File: config.mk
export PLATFORM = sky130hd
export DESIGN_NAME = burst_ram_arbiter
export DESIGN_NICKNAME = d
export VERILOG_FILES = /design/src/rtl/burst_ram_arbiter.sv
export SDC_FILE = /design/constraint.sdc
export NUM_CORES = 1
export LEC_CHECK = 0
export CAP_MARGIN = 10
export CORE_AREA = 2 2 137 139
export CTS_BUF_LIST = sky130_fd_sc_hd__clkbuf_8
export DETAILED_ROUTE_END_ITERATION = 8
export DIE_AREA = 0 0 139 141
export SYNTH_ARGS = -nofsm -noshare
export SYNTH_HDL_FRONTEND = slang
export SYNTH_SLANG_ARGS = --single-unit
File: constraint.sdc
create_clock -name clk -period 2.09 [get_ports clk]
set_input_delay 0.3135 -clock clk [delete_from_list [all_inputs] [get_ports clk]]
set_output_delay 0.3135 -clock clk [all_outputs]
set_load 0.01 [all_outputs]
File: src/rtl/burst_ram_arbiter.sv
// Two-port round-robin arbiter in front of a burst RAM controller.
// Each grant issues one burst command; writes stream BURST_COUNT beats
// from the owner, reads forward BURST_COUNT returned beats to the owner.
module burst_ram_arbiter #(
    parameter int DEPTH_BITWIDTH = 4,
    parameter int BURST_COUNT    = 4
) (
    input  logic                      clk,
    input  logic                      rst,

    input  logic                      p0_req,
    input  logic                      p0_cmd,
    input  logic [DEPTH_BITWIDTH-1:0] p0_addr,
    input  logic [63:0]               p0_wr_data,
    output logic                      p0_ack,
    output logic                      p0_wr_take,
    output logic                      p0_rd_data_valid,

    input  logic                      p1_req,
    input  logic                      p1_cmd,
    input  logic [DEPTH_BITWIDTH-1:0] p1_addr,
    input  logic [63:0]               p1_wr_data,
    output logic                      p1_ack,
    output logic                      p1_wr_take,
    output logic                      p1_rd_data_valid,

    output logic [63:0]               rd_data,

    output logic                      br_cmd,
    output logic                      br_cmd_en,
    output logic [DEPTH_BITWIDTH-1:0] br_addr,
    output logic [63:0]               br_wr_data,
    output logic [7:0]                br_data_mask,
    input  logic [63:0]               br_rd_data,
    input  logic                      br_rd_data_valid,
    input  logic                      br_busy,
    input  logic                      br_init_calib
);

    localparam int CW = $clog2(BURST_COUNT);
    localparam logic [CW-1:0] LAST_BEAT = CW'(BURST_COUNT - 1);

    typedef enum logic [1:0] {
        IDLE,
        WRITE,
        READ
    } state_t;

    state_t          state;
    logic [CW-1:0]   beat_cnt;
    logic            owner;
    logic            last_owner;
    logic            grant_ok;
    logic            winner;
    logic            wr_active;
    logic            rd_beat;

    // Round-robin pick: the sole requester, or the port that did not win last.
    always_comb begin
        grant_ok = br_init_calib && !br_busy && (p0_req || p1_req);
        if (p0_req && p1_req) begin
            winner = ~last_owner;
        end else begin
            winner = p1_req;
        end
    end

    // Arbitration/burst sequencer with registered command and ack outputs.
    always_ff @(posedge clk or posedge rst) begin
        if (rst) begin
            state      <= IDLE;
            beat_cnt   <= '0;
            owner      <= 1'b0;
            last_owner <= 1'b1;
            br_cmd_en  <= 1'b0;
            br_cmd     <= 1'b0;
            br_addr    <= '0;
            p0_ack     <= 1'b0;
            p1_ack     <= 1'b0;
        end else begin
            br_cmd_en <= 1'b0;
            p0_ack    <= 1'b0;
            p1_ack    <= 1'b0;
            case (state)
                IDLE: begin
                    if (grant_ok) begin
                        owner      <= winner;
                        last_owner <= winner;
                        br_cmd_en  <= 1'b1;
                        p0_ack     <= ~winner;
                        p1_ack     <= winner;
                        br_cmd     <= winner ? p1_cmd : p0_cmd;
                        br_addr    <= winner ? p1_addr : p0_addr;
                        beat_cnt   <= '0;
                        state      <= (winner ? p1_cmd : p0_cmd) ? WRITE : READ;
                    end
                end
                WRITE: begin
                    // The command cycle is beat 0, so WRITE lasts exactly BURST_COUNT cycles.
                    if (beat_cnt == LAST_BEAT) begin
                        beat_cnt <= '0;
                        state    <= IDLE;
                    end else begin
                        beat_cnt <= beat_cnt + CW'(1);
                    end
                end
                READ: begin
                    if (br_rd_data_valid) begin
                        if (beat_cnt == LAST_BEAT) begin
                            beat_cnt <= '0;
                            state    <= IDLE;
                        end else begin
                            beat_cnt <= beat_cnt + CW'(1);
                        end
                    end
                end
                default: begin
                    beat_cnt <= '0;
                    state    <= IDLE;
                end
            endcase
        end
    end

    // Data-path steering toward the current owner only.
    always_comb begin
        wr_active        = (state == WRITE);
        rd_beat          = (state == READ) && br_rd_data_valid;
        p0_wr_take       = wr_active && !owner;
        p1_wr_take       = wr_active && owner;
        p0_rd_data_valid = rd_beat && !owner;
        p1_rd_data_valid = rd_beat && owner;
        br_wr_data       = owner ? p1_wr_data : p0_wr_data;
        rd_data          = br_rd_data;
        br_data_mask     = '0;
    end

endmodule

* Yosys cells after proc, flatten, opt, wreduce, memory -nomap -nowiden
Index checks and enable logic that the tools add are counted.
** Cells by class
- Muxes and demuxes :: 19
- Bitwise operators :: 2
- Equal/unequal tests :: 5
- Reduce and logical (&&, ||, !) cells :: 14
- $add $sub $neg :: 1
** Operator list (number)
- $mux 64 :: 1
- $mux 2 :: 7
- $pmux 2 s3 :: 2
- $logic_and 1x1->1 :: 8
- $mux 1 :: 8
- $eq 2x2->1 const B :: 2
- $mux 4 :: 1
- $ne 2x2->1 const B :: 2
- $reduce_and 2->1 :: 2
- $add 2x1->2 const B :: 1
- $eq 2x1->1 const B :: 1
- $logic_not 1->1 :: 2
- $logic_not 2->1 :: 1
- $not 1->1 :: 2
- $logic_or 1x1->1 :: 1
** Storage, ports and cells
- Register bits after elaboration :: 14
- Logic and storage cells :: 50

* Logic depth before layout (Yosys ltp)
Gate-level depths: netlist of the first run.
- Word-level depth :: 6
- Gate-level depth with buffers :: 6

* Least setup slack after synthesis of the first run
No wires, ideal clock.
- Path type :: flip-flop to output port
- From :: reg owner
- To :: out br_wr_data[52]
- Data required time :: 1.776 ns
- Cell stages (with the launch flop) :: 5
- Arrival :: 1.142 ns
- Slack :: 0.634 ns
- Cells stage by stage :: dfrtp_1 -> buf_2 -> buf_4 -> buf_2 -> mux2_2
** Between the ends
- Longest elaborated chain between the ends :: 1
** Ends and longest elaborated chain
- start: declaration :: line 51 : logic owner;
- start signal: assignment :: line 87 : owner <= winner;
- $mux 64 :: line 133 : br_wr_data = owner ? p1_wr_data : p0_wr_data;
- end: declaration :: line 32 : output logic [63:0] br_wr_data,
No other way between the ends.

* Worst setup path after layout of the first run
- From :: reg owner
- To :: out br_wr_data[24]
Same word-level chain as after synthesis.

==> impl_summary.txt, run 1 <==
----------------------------------------------------
[STA]
  Worst Max-Slew Pin Slew ... 620 ps
  Max-slew violation total from the final report ... 0
  Post-route clock skew ... around 5.7 ps
  Clock period minus worst slack ... between 2000 and 2500 ps
  Final Hold Slack ... 452 ps
  Final worst path period share ... 0.983
  Highest achievable clock rate ... 487 MHz
  Unrepaired setup endpoints after global routing ... false
  Final-report setup violation count ... 0
  Summed negative setup slack over all endpoints ... 0 ps
  Headroom to the max-slew limit ... 0.586
  Final count of hold timing violations ... 0

[Synthesis]
  Part of the Yosys area used for sequential elements ... 0.174
  Number of instances in the synthesized netlist ... 212
  Post-Syn Area per Cell ... 9.55 sq um
  Warning count from the yosys run ... 0
  Seq cells post-synth ... 14
  Number of distinct library cells after synthesis ... 27
  Post-synthesis instance area ... 0.00202 sq mm

[Worst setup path]
  Cells on worst reg2reg path ... 6
  Worst flop-to-flop path startpoint ... state[0]$_DFFE_PP0P_
  Register-to-register setup slack ... roughly 560 ps
  Setup CP Type ... register to output pin
  Capturing element of the worst setup path ... br_wr_data[24]
  Worst Path Max Fanout ... 34
  Category of the worst setup path capture point ... output pin
  Master of the slowest instance on the critical path ... sky130_fd_sc_hd__clkdlybuf4s50_1
  Crit path largest cell delay ... 480 ps
  Critical Path Source ... owner$_DFFE_PP0P_
  Critical path, cell by cell ... buf_12 > mux2_2 > clkdlybuf4s50_1
  Data arrival, critical path ... 1740 ps
  Kind of launch point of the worst setup path ... register
  Required time reported for the critical path endpoint ... between 1500 and 2000 ps
  Worst reg2reg endpoint ... state[0]$_DFFE_PP0P_

[GRT]
  GRT Util Overall ... 0.0726
  Via count of the first global-routing pass ... 2,064
  Largest net degree at the start of global routing ... 36
  Number of antenna violations at the first check in global routing ... 0
  First-pass GRT wire length ... 11.5 mm
  Grt ovf ... 0

[Detailed routing]
  Number of nets still failing antenna checks after routing ... 0
  Starting DRC count in detailed routing ... 27
  Number of design rule violations left after detail routing ... 0
  Per-cell routed wire length ... 13.6 microns
  Vias ... approximately 2,100
  DRT Pass-1 Iters ... 4
  Drt total wl ... 8.15 mm
  Vias per std cell ... 3.42

[CTS]
  Clock H-tree levels ... 1
  CTS Buf Count ... 3
  Maximum root-to-sink buffer count ... 2
  Clock root buffer ... sky130_fd_sc_hd__clkbuf_8
  CTS clock-pin slew for the worst setup and hold paths ... 70 ps
  Hold buffers post-CTS ... 0
  CTS tree ... done
  Later-pin clock latency in the skew report ... 250 ps
  Clk sinks ... 14

[Floorplanning]
  Die width ... 139 microns
  Vertical extent of the die ... 141 microns
  Count of pins on the block boundary ... 357
  Floorplan row count ... 50
  Die Area ... 0.0196 sq mm
  Initial cell density of the core ... 0.111
  Area inside the core boundary ... 0.0183 sq mm

[Layout]
  Final net count ... 579
  Share of the core filled with cells in the final layout ... 0.227
  Commonest non-fill, non-tap cells in the layout ... 176 x sky130_fd_sc_hd__clkdlybuf4s50_1, 65 x sky130_fd_sc_hd__mux2_2, 39 x sky130_fd_sc_hd__dlymetal6s2s_1
  Design area ... around 0.0041 sq mm
  Most common cell after layout, fill and taps aside ... sky130_fd_sc_hd__clkdlybuf4s50_1
  Relative area change from synthesis to final layout ... 105%
  Share of cells above drive strength 1 ... 0.225
  Antenna diode instance count ... 0

[Pwr]
  P_leak ... 1.91 nW
  Areal power density over the cells ... ~800 mW/mm^2
  Power after layout ... 0.00322 W
  Peak supply drop ... around 0.47 mV

[Placed design]
  Placed cell areas ... 0.00400 sq mm
  Post-detail-place hpwl ... 6.73 mm
  GP Congestion ... 0.800
  Total of buffers placed on input and output ports ... 220

[Hold path]
  Hold Path Class ... input pin to asynchronous set/reset pin

[Status]
  Result of the run ... finished clean

[Job]
  Number of maximum-capacitance constraint violations ... 0

----------------------------------------------------
## flip-flops by register name, indices dropped and copies added, names as in the netlist
register	cells
last_owner	1
p0_ack	1
br_addr	4
p1_ack	1
owner	1
state	2
br_cmd_en	1
br_cmd	1
beat_cnt	2
## cells in the mapped netlist (all sizes together)
cell | number | area [sq um]
mux2i | 5 | 50.1
nor2b | 1 | 6.26
inv | 4 | 15.0
o2bb2ai | 1 | 15.0
nand2b | 3 | 18.8
a21boi | 1 | 18.8
o21ai | 6 | 37.5
buf | 81 | 594
and2 | 2 | 12.5
dfstp | 1 | 26.3
mux2 | 65 | 732
dfrtp | 13 | 325
nand4 | 1 | 6.26
nand2 | 14 | 52.6
clkinv | 1 | 5.00
or3b | 1 | 11.3
a32o | 1 | 10.0
nor2 | 4 | 17.5
conb | 1 | 3.75
a21bo | 1 | 10.0
and3 | 1 | 6.26
ha | 4 | 50.1
## layer usage
metal	part of all wire	global-route usage	routed length [microns]
met4	0.0083	0.0117	68
met1	0.36	0.0787	2940
met3	0.17	0.0571	1380
met5	0	0.0100	0
met2	0.46	0.113	3770
## worst max-delay path, delay by kind of cell (launching register included)
family                 cells  cell delay [ps]
flip-flops                 1              410
buffers and inverters      2              680
multiplexers               1              360
## cell families after synthesis
kind of cell	count (synthesis)	share of synthesized area
muxes	70	0.386
buffers and inverters	86	0.303
AOI/OAI and AO/OA	10	0.0451
DFF	14	0.174
other	1	0.00185
adders and majority gates	4	0.0247
and+or+nand+nor	27	0.0649
## per-stage QoR
step	instances	worst slack, ps
after floorplan	219	634
after global placement	595	256
after detailed placement	595	241
after CTS	599	2.87
after global routing	599	0.850
final	599	34.6
## power by group
| group | switching, W | internal (W) |
|---|---|---|
| Clock | 0.000113 | 0.000167 |
| Sequential | 0.0000767 | 0.000379 |
| Combinational | 0.000953 | 0.00154 |
## area by class of cell
class | count | area (sq um)
inverters | 5 | 20.0
clock buffers | 4 | 55.1
flip-flops and latches | 14 | 353
well taps | 234 | 293
repair buffers | 223 | 2340
fillers | 1928 | 14100
multi-input cells | 119 | 1080
## repair_timing
item	CTS	global route
gates resized for setup	5	39
setup buffers	0	0
gates cloned	0	0
setup endpoints to repair	5	39
## how the worst min path moves through the flow
stage,startpoint,end,slack [ps]
after floorplan,rst,beat_cnt[0]$_DFFE_PP0P_,200
after global placement,br_addr[3]$_DFFE_PP0P_,br_addr[3]$_DFFE_PP0P_,470
after detailed placement,last_owner$_DFFE_PP1P_,last_owner$_DFFE_PP1P_,480
after CTS,rst,p0_ack$_DFF_PP0_,480
after global routing,rst,beat_cnt[1]$_DFFE_PP0P_,520
final,rst,br_addr[0]$_DFFE_PP0P_,450
(Power assumes the default switching activity.)
==> inputs of run 2 (changes only) <==
- SLEW_MARGIN: unset -> 20
==> results of run 2 <==
The final DEF is identical to that of run 1; final timing and power are the same.
==> inputs of run 3 (changes only) <==
- GPL_TIMING_DRIVEN: unset -> 0
==> run 3 against run 2 <==
Die area is the same; cell area rose by 31%; via count rose by 18%; routed wire length is 18% higher; largest cell class unchanged.
==> impl_summary.txt, run 3 (same netlist as run 1, synthesis figures left out) <==
----------------------------------------------------
[Worst setup path]
  Master of the slowest instance on the critical path ... sky130_fd_sc_hd__clkdlybuf4s50_1
  Register-to-register setup slack ... 570 ps
  Worst Path Max Fanout ... 10
  Setup CP Type ... register to output pin
  Cells on worst reg2reg path ... 6
  Critical path, cell by cell ... buf_8 > buf_8 > mux2_2 > clkdlybuf4s50_1
  Worst flop-to-flop path startpoint ... state[0]$_DFFE_PP0P_
  CP dominant cell by count ... sky130_fd_sc_hd__buf_8
  Worst reg2reg endpoint ... state[1]$_DFFE_PP0P_
  Kind of launch point of the worst setup path ... register
  Data arrival, critical path ... 1750 ps
  Crit path largest cell delay ... a little under 500 ps
  Category of the worst setup path capture point ... output pin
  Required time reported for the critical path endpoint ... roughly 1800 ps

[STA]
  Highest achievable clock rate ... 483 MHz
  Max-slew violation total from the final report ... 0
  Final worst path period share ... 0.990
  Final count of hold timing violations ... 0
  Post-route clock skew ... between 3 and 4 ps
  Final-report setup violation count ... 0
  Setup slack of the critical path after layout ... around 22 ps
  Final Hold Slack ... 434 ps
  Headroom to the max-slew limit ... 0.611
  Clock period minus worst slack ... 2070 ps
  Worst Max-Slew Pin Slew ... 583 ps
  Unrepaired setup endpoints after global routing ... true

[Detailed routing]
  Number of design rule violations left after detail routing ... 0
  Vias ... 2,429
  DRT Pass-1 Iters ... 3
  Number of nets still failing antenna checks after routing ... 0
  Starting DRC count in detailed routing ... 19
  Vias per std cell ... between 3 and 4
  Per-cell routed wire length ... 13.0 microns
  Drt total wl ... 9.64 mm

[GRT]
  First-pass GRT wire length ... 13.7 mm
  Number of antenna violations at the first check in global routing ... 0
  GRT Util Overall ... 0.0870
  Largest net degree at the start of global routing ... 15
  Via count of the first global-routing pass ... 2,351
  Grt ovf ... 0

[Status]
  Result of the run ... finished clean

[Floorplanning]
  Area inside the core boundary ... 0.0183 sq mm
  Count of pins on the block boundary ... 357
  Floorplan row count ... 50
  Initial cell density of the core ... 0.111
  Die width ... between 100 and 150 microns
  Die Area ... 0.0196 sq mm
  Vertical extent of the die ... 141 microns

[Layout]
  Share of the core filled with cells in the final layout ... 0.297
  Max reg flops ... 4
  Most common cell after layout, fill and taps aside ... sky130_fd_sc_hd__clkdlybuf4s50_1
  Commonest non-fill, non-tap cells in the layout ... 234 x sky130_fd_sc_hd__clkdlybuf4s50_1, 73 x sky130_fd_sc_hd__buf_4, 65 x sky130_fd_sc_hd__mux2_2
  Number of fill cells ... 1,921
  Relative area change from synthesis to final layout ... 168%
  Multi-input gate area ... 0.00108 sq mm
  Final net count ... 722
  Sequential cell area ... 352 sq um
  Antenna diode instance count ... 0
  Share of cells above drive strength 1 ... 0.315
  Registers with the most flip-flops ... br_addr (4), beat_cnt (2), state (2)
  Top register by number of flip-flops ... br_addr
  Design area ... 0.00543 sq mm

[CTS]
  Clock root buffer ... sky130_fd_sc_hd__clkbuf_8
  CTS Buf Count ... 3
  Later-pin clock latency in the skew report ... 250 ps
  CTS clock-pin slew for the worst setup and hold paths ... around 60 ps
  Maximum root-to-sink buffer count ... 2
  Clock H-tree levels ... 1
  Hold buffers post-CTS ... 0
  Clk sinks ... 14
  CTS tree ... done

[Placed design]
  Placed cell areas ... 0.00519 sq mm
  Minimum setup slack after placement ... -132 ps
  Total of buffers placed on input and output ports ... 284
  GP Congestion ... around 0.7
  Post-detail-place hpwl ... between 8 and 9 mm

[Job]
  Number of maximum-capacitance constraint violations ... 0

[Pwr]
  Power after layout ... 0.00367 W
  P_leak ... 2.64 nW
  Areal power density over the cells ... 676 mW/mm^2
  Peak supply drop ... 0.434 mV

[Hold path]
  Hold Path Class ... input pin to asynchronous set/reset pin

----------------------------------------------------
==> run 3: worst max-delay path, delay by kind of cell, from the launching register on <==
kind / cells / cell delay [ps]
buf+inv: 3 / 790
flops: 1 / 350
mux: 1 / 350
==> run 3: worst max-delay path by stage <==
stage                     end  cells after the start         startpoint  slack [ps]
2_1_floorplan  br_wr_data[52]                      4  owner$_DFFE_PP0P_         630
3_3_place_gp   br_wr_data[52]                      5  owner$_DFFE_PP0P_        -140
3_5_place_dp   br_wr_data[52]                      5  owner$_DFFE_PP0P_        -130
4_1_cts        br_wr_data[16]                      4  owner$_DFFE_PP0P_        -120
5_1_grt        br_wr_data[32]                      4  owner$_DFFE_PP0P_         -50
6_report       br_wr_data[32]                      4  owner$_DFFE_PP0P_          20
==> run 3: routing by layer <==
layer / vias to the layer above / wire length, microns / GRT usage
met2: 117 / 4900 / 0.150
met1: 1083 / 4090 / 0.115
li1: 1225 / - / -
met4: 0 / 41 / 0.0128
met5: - / 0 / 0
met3: 4 / 598 / 0.0170
==> run 3: final cells by class <==
| cell class | count | share of cell area |
|---|---|---|
| buffer | 81 | 0.122 |
| clock buffer | 4 | 0.0101 |
| inverter | 5 | 0.00369 |
| multi-input combinational | 119 | 0.200 |
| sequential | 14 | 0.0648 |
| tap | 234 | 0.0540 |
| timing repair buffer | 285 | 0.545 |
==> run 3: repair_timing <==
item / CTS / global route
setup endpoints to repair: 68 / 53
resized for setup: 13 / 61
setup buffers: 0 / 1
==> run 3: metrics by stage <==
step	cells	TNS (ps)
detailed placement	737	-582
CTS	741	-3440
finish	742	0
global placement	737	-609
global route	742	-206
floorplan	219	0
==> run 3: report_power, final <==
group / internal, W / switching [W]
sequential: 0.000377 / 0.0000645
clock: 0.000167 / 0.000106
combinational: 0.00185 / 0.00110
==> RTL change (config.mk and constraints of run 3) <==
`DEPTH_BITWIDTH`: 4 -> 8.
--- a/src/rtl/burst_ram_arbiter.sv
+++ b/src/rtl/burst_ram_arbiter.sv
@@ -4,3 +4,3 @@
 module burst_ram_arbiter #(
-    parameter int DEPTH_BITWIDTH = 4,
+    parameter int DEPTH_BITWIDTH = 8,
     parameter int BURST_COUNT    = 4
Ports: changed (resized br_addr, p0_addr and p1_addr); port bits go from 357 to 369. No check against the original RTL was run, so the function may have changed too.
==> RTL change against run 3 <==
  * Wire length increased by 23%
  * Clock power is 8.4% higher
  * Cell area rose by 4.3%
  * Setup slack worse by 0.0081 ns
  * Count of clock-buffer cells in the layout stayed put
  * Utilization increased by 1.3 points
  * Via count up 8.1%
  * Critical path depth is the same
  * Total power up 7.3%
  * Area after synthesis increased by 7.4%
  * Sequential cell count grew 4
  * Largest power group unchanged
==> RTL change: results (changes against run 3) <==
grt_usage: 0.111  # +0.0242
fin_nets: 759  # +5.1%
path_max_fanout: 10  # unchanged
number_of_detailed_route_iterations_in_the_first_pass: 4  # +1
top_area_cells_in_the_synthesized_netlist: "sky130_fd_sc_hd__mux2_2, sky130_fd_sc_hd__buf_4, sky130_fd_sc_hd__dfrtp_1"
regToRegStartpoint: "state[0]"
lkg_pwr_uw: 0.00270  # +2.3%
detailedPlacementHpwl_mm: 10.4  # +22%
grt_pass1_wl_mm: 16.9  # +23%
run_status: "finished clean"
post_detailed_routing_wire_length_mm: 11.8  # +23%
route.vias.total: 2626  # +8.1%
grt_pass1_vias: 2664  # +13%
synth.yosys.seq_area_share: 0.208  # +0.0340
worstSkewPairLatency_ns: 0.26
clk_pin_slew_ns: 0.08  # +0.02 ns
grt_start_max_net_pins: 19  # +4
r2r-end: "br_addr[4]"
globalplace.congestion: 0.770  # +11%
post_syn_instances: 230  # +8.5%
numPortBuffers: 296  # +4.2%
max_slew_margin: 0.514  # -0.0969
regs_by_ff_count: "br_addr (8), beat_cnt (2), state (2)"
max-vdd-ir-drop_mv: 0.375  # -13%
ys_types: 24  # -11%
synthTopCellsByCount: "sky130_fd_sc_hd__buf_4, sky130_fd_sc_hd__mux2_2, sky130_fd_sc_hd__nand2_1, sky130_fd_sc_hd__dfrtp_1, sky130_fd_sc_hd__buf_2"
final_layout_fill_cell_count: 1950  # +1.5%
layout_cells_sized_above_1: 0.291  # -0.0245
clock_skew_ns: 0.00590  # +0.00282 ns
htree_num_levels: 1  # unchanged
instances_no_fill: 771  # +3.9%
[RTL change: cell count changes after synthesis, sizes merged, moves of 2 or more]
cell | run 3 | this run
buf | 81 | 83
dfrtp | 13 | 17
mux2i | 5 | 9
nand2 | 14 | 18
o21ai | 6 | 10
[RTL change: per-stage QoR]
| step | instance area, µm² | worst slack [ns] | util | TNS, ns |
|---|---|---|---|---|
| detailed placement | 5460 | -0.223 | 0.299 | -1.20 |
| global placement | 5460 | -0.231 | 0.299 | -1.21 |
| finish | 5660 | 0.0136 | 0.310 | 0 |
| floorplan | 2200 | 0.579 | - | 0 |
| global route | 5660 | -0.0574 | 0.310 | -0.774 |
| CTS | 5540 | -0.0748 | 0.303 | -1.80 |
[RTL change: routing by layer]
layer	GRT usage	wire [µm]	vias up	part of all wire
met1	0.144	5030	1179	0.42
met5	0	0	-	0
met3	0.0333	1010	2	0.085
met2	0.189	5780	137	0.49
met4	0.0128	25	0	0.0021
li1	-	-	1308	-
[RTL change: layout make-up]
class,instances,share of cell area
Timing Repair Buffer,296,0.539
Tap cell,234,0.0517
Buffer,83,0.117
Multi-Input combinational cell,131,0.200
Clock buffer,4,0.00973
Sequential cell,18,0.0798
Inverter,5,0.00332
[RTL change: logic make-up after synthesis]
family / count (synthesis) / synth area share
fa+ha+maj: 4 / 0.0230
other cells: 1 / 0.00172
simple gates: 31 / 0.0662
compound gates: 14 / 0.0397
buf+inv: 88 / 0.284
flops: 18 / 0.208
mux: 74 / 0.378
[RTL change: how the worst max path moves through the flow]
stage	from	to	slack [ns]	cells past startpoint
3_3_place_gp	owner	br_wr_data[57]	-0.23	5
3_5_place_dp	owner	br_wr_data[57]	-0.22	5
6_report	owner	br_wr_data[35]	0.01	4
4_1_cts	owner	br_wr_data[39]	-0.07	4
5_1_grt	owner	br_wr_data[35]	-0.06	4
2_1_floorplan	owner	br_wr_data[52]	0.58	4
[RTL change: report_power, final]
| part | total [µW] | switching (µW) | internal (µW) |
|---|---|---|---|
| Combinational | 3070 | 1180 | 1900 |
| Sequential | 568 | 78.0 | 490 |
| Clock | 296 | 128 | 168 |
| Total | 3940 | 1380 | 2550 |
[RTL change: repair_timing]
action                                  in CTS  in global routing
hold buffers                                 0                  0
gates resized for setup                     21                 46
endpoints found under the setup margin      68                 52
setup buffers                                0                  0
[RTL change: worst reg2reg max path, delay by kind of cell, from the launching register on]
| family | cells | cell delay, ns |
|---|---|---|
| AND/OR/NAND/NOR | 2 | 0.48 |
| flip-flops | 1 | 0.41 |
| buffers and inverters | 2 | 0.29 |
| adder cells (fa/ha/maj) | 1 | 0.17 |
| AO/OA/AOI/OAI | 1 | 0.06 |
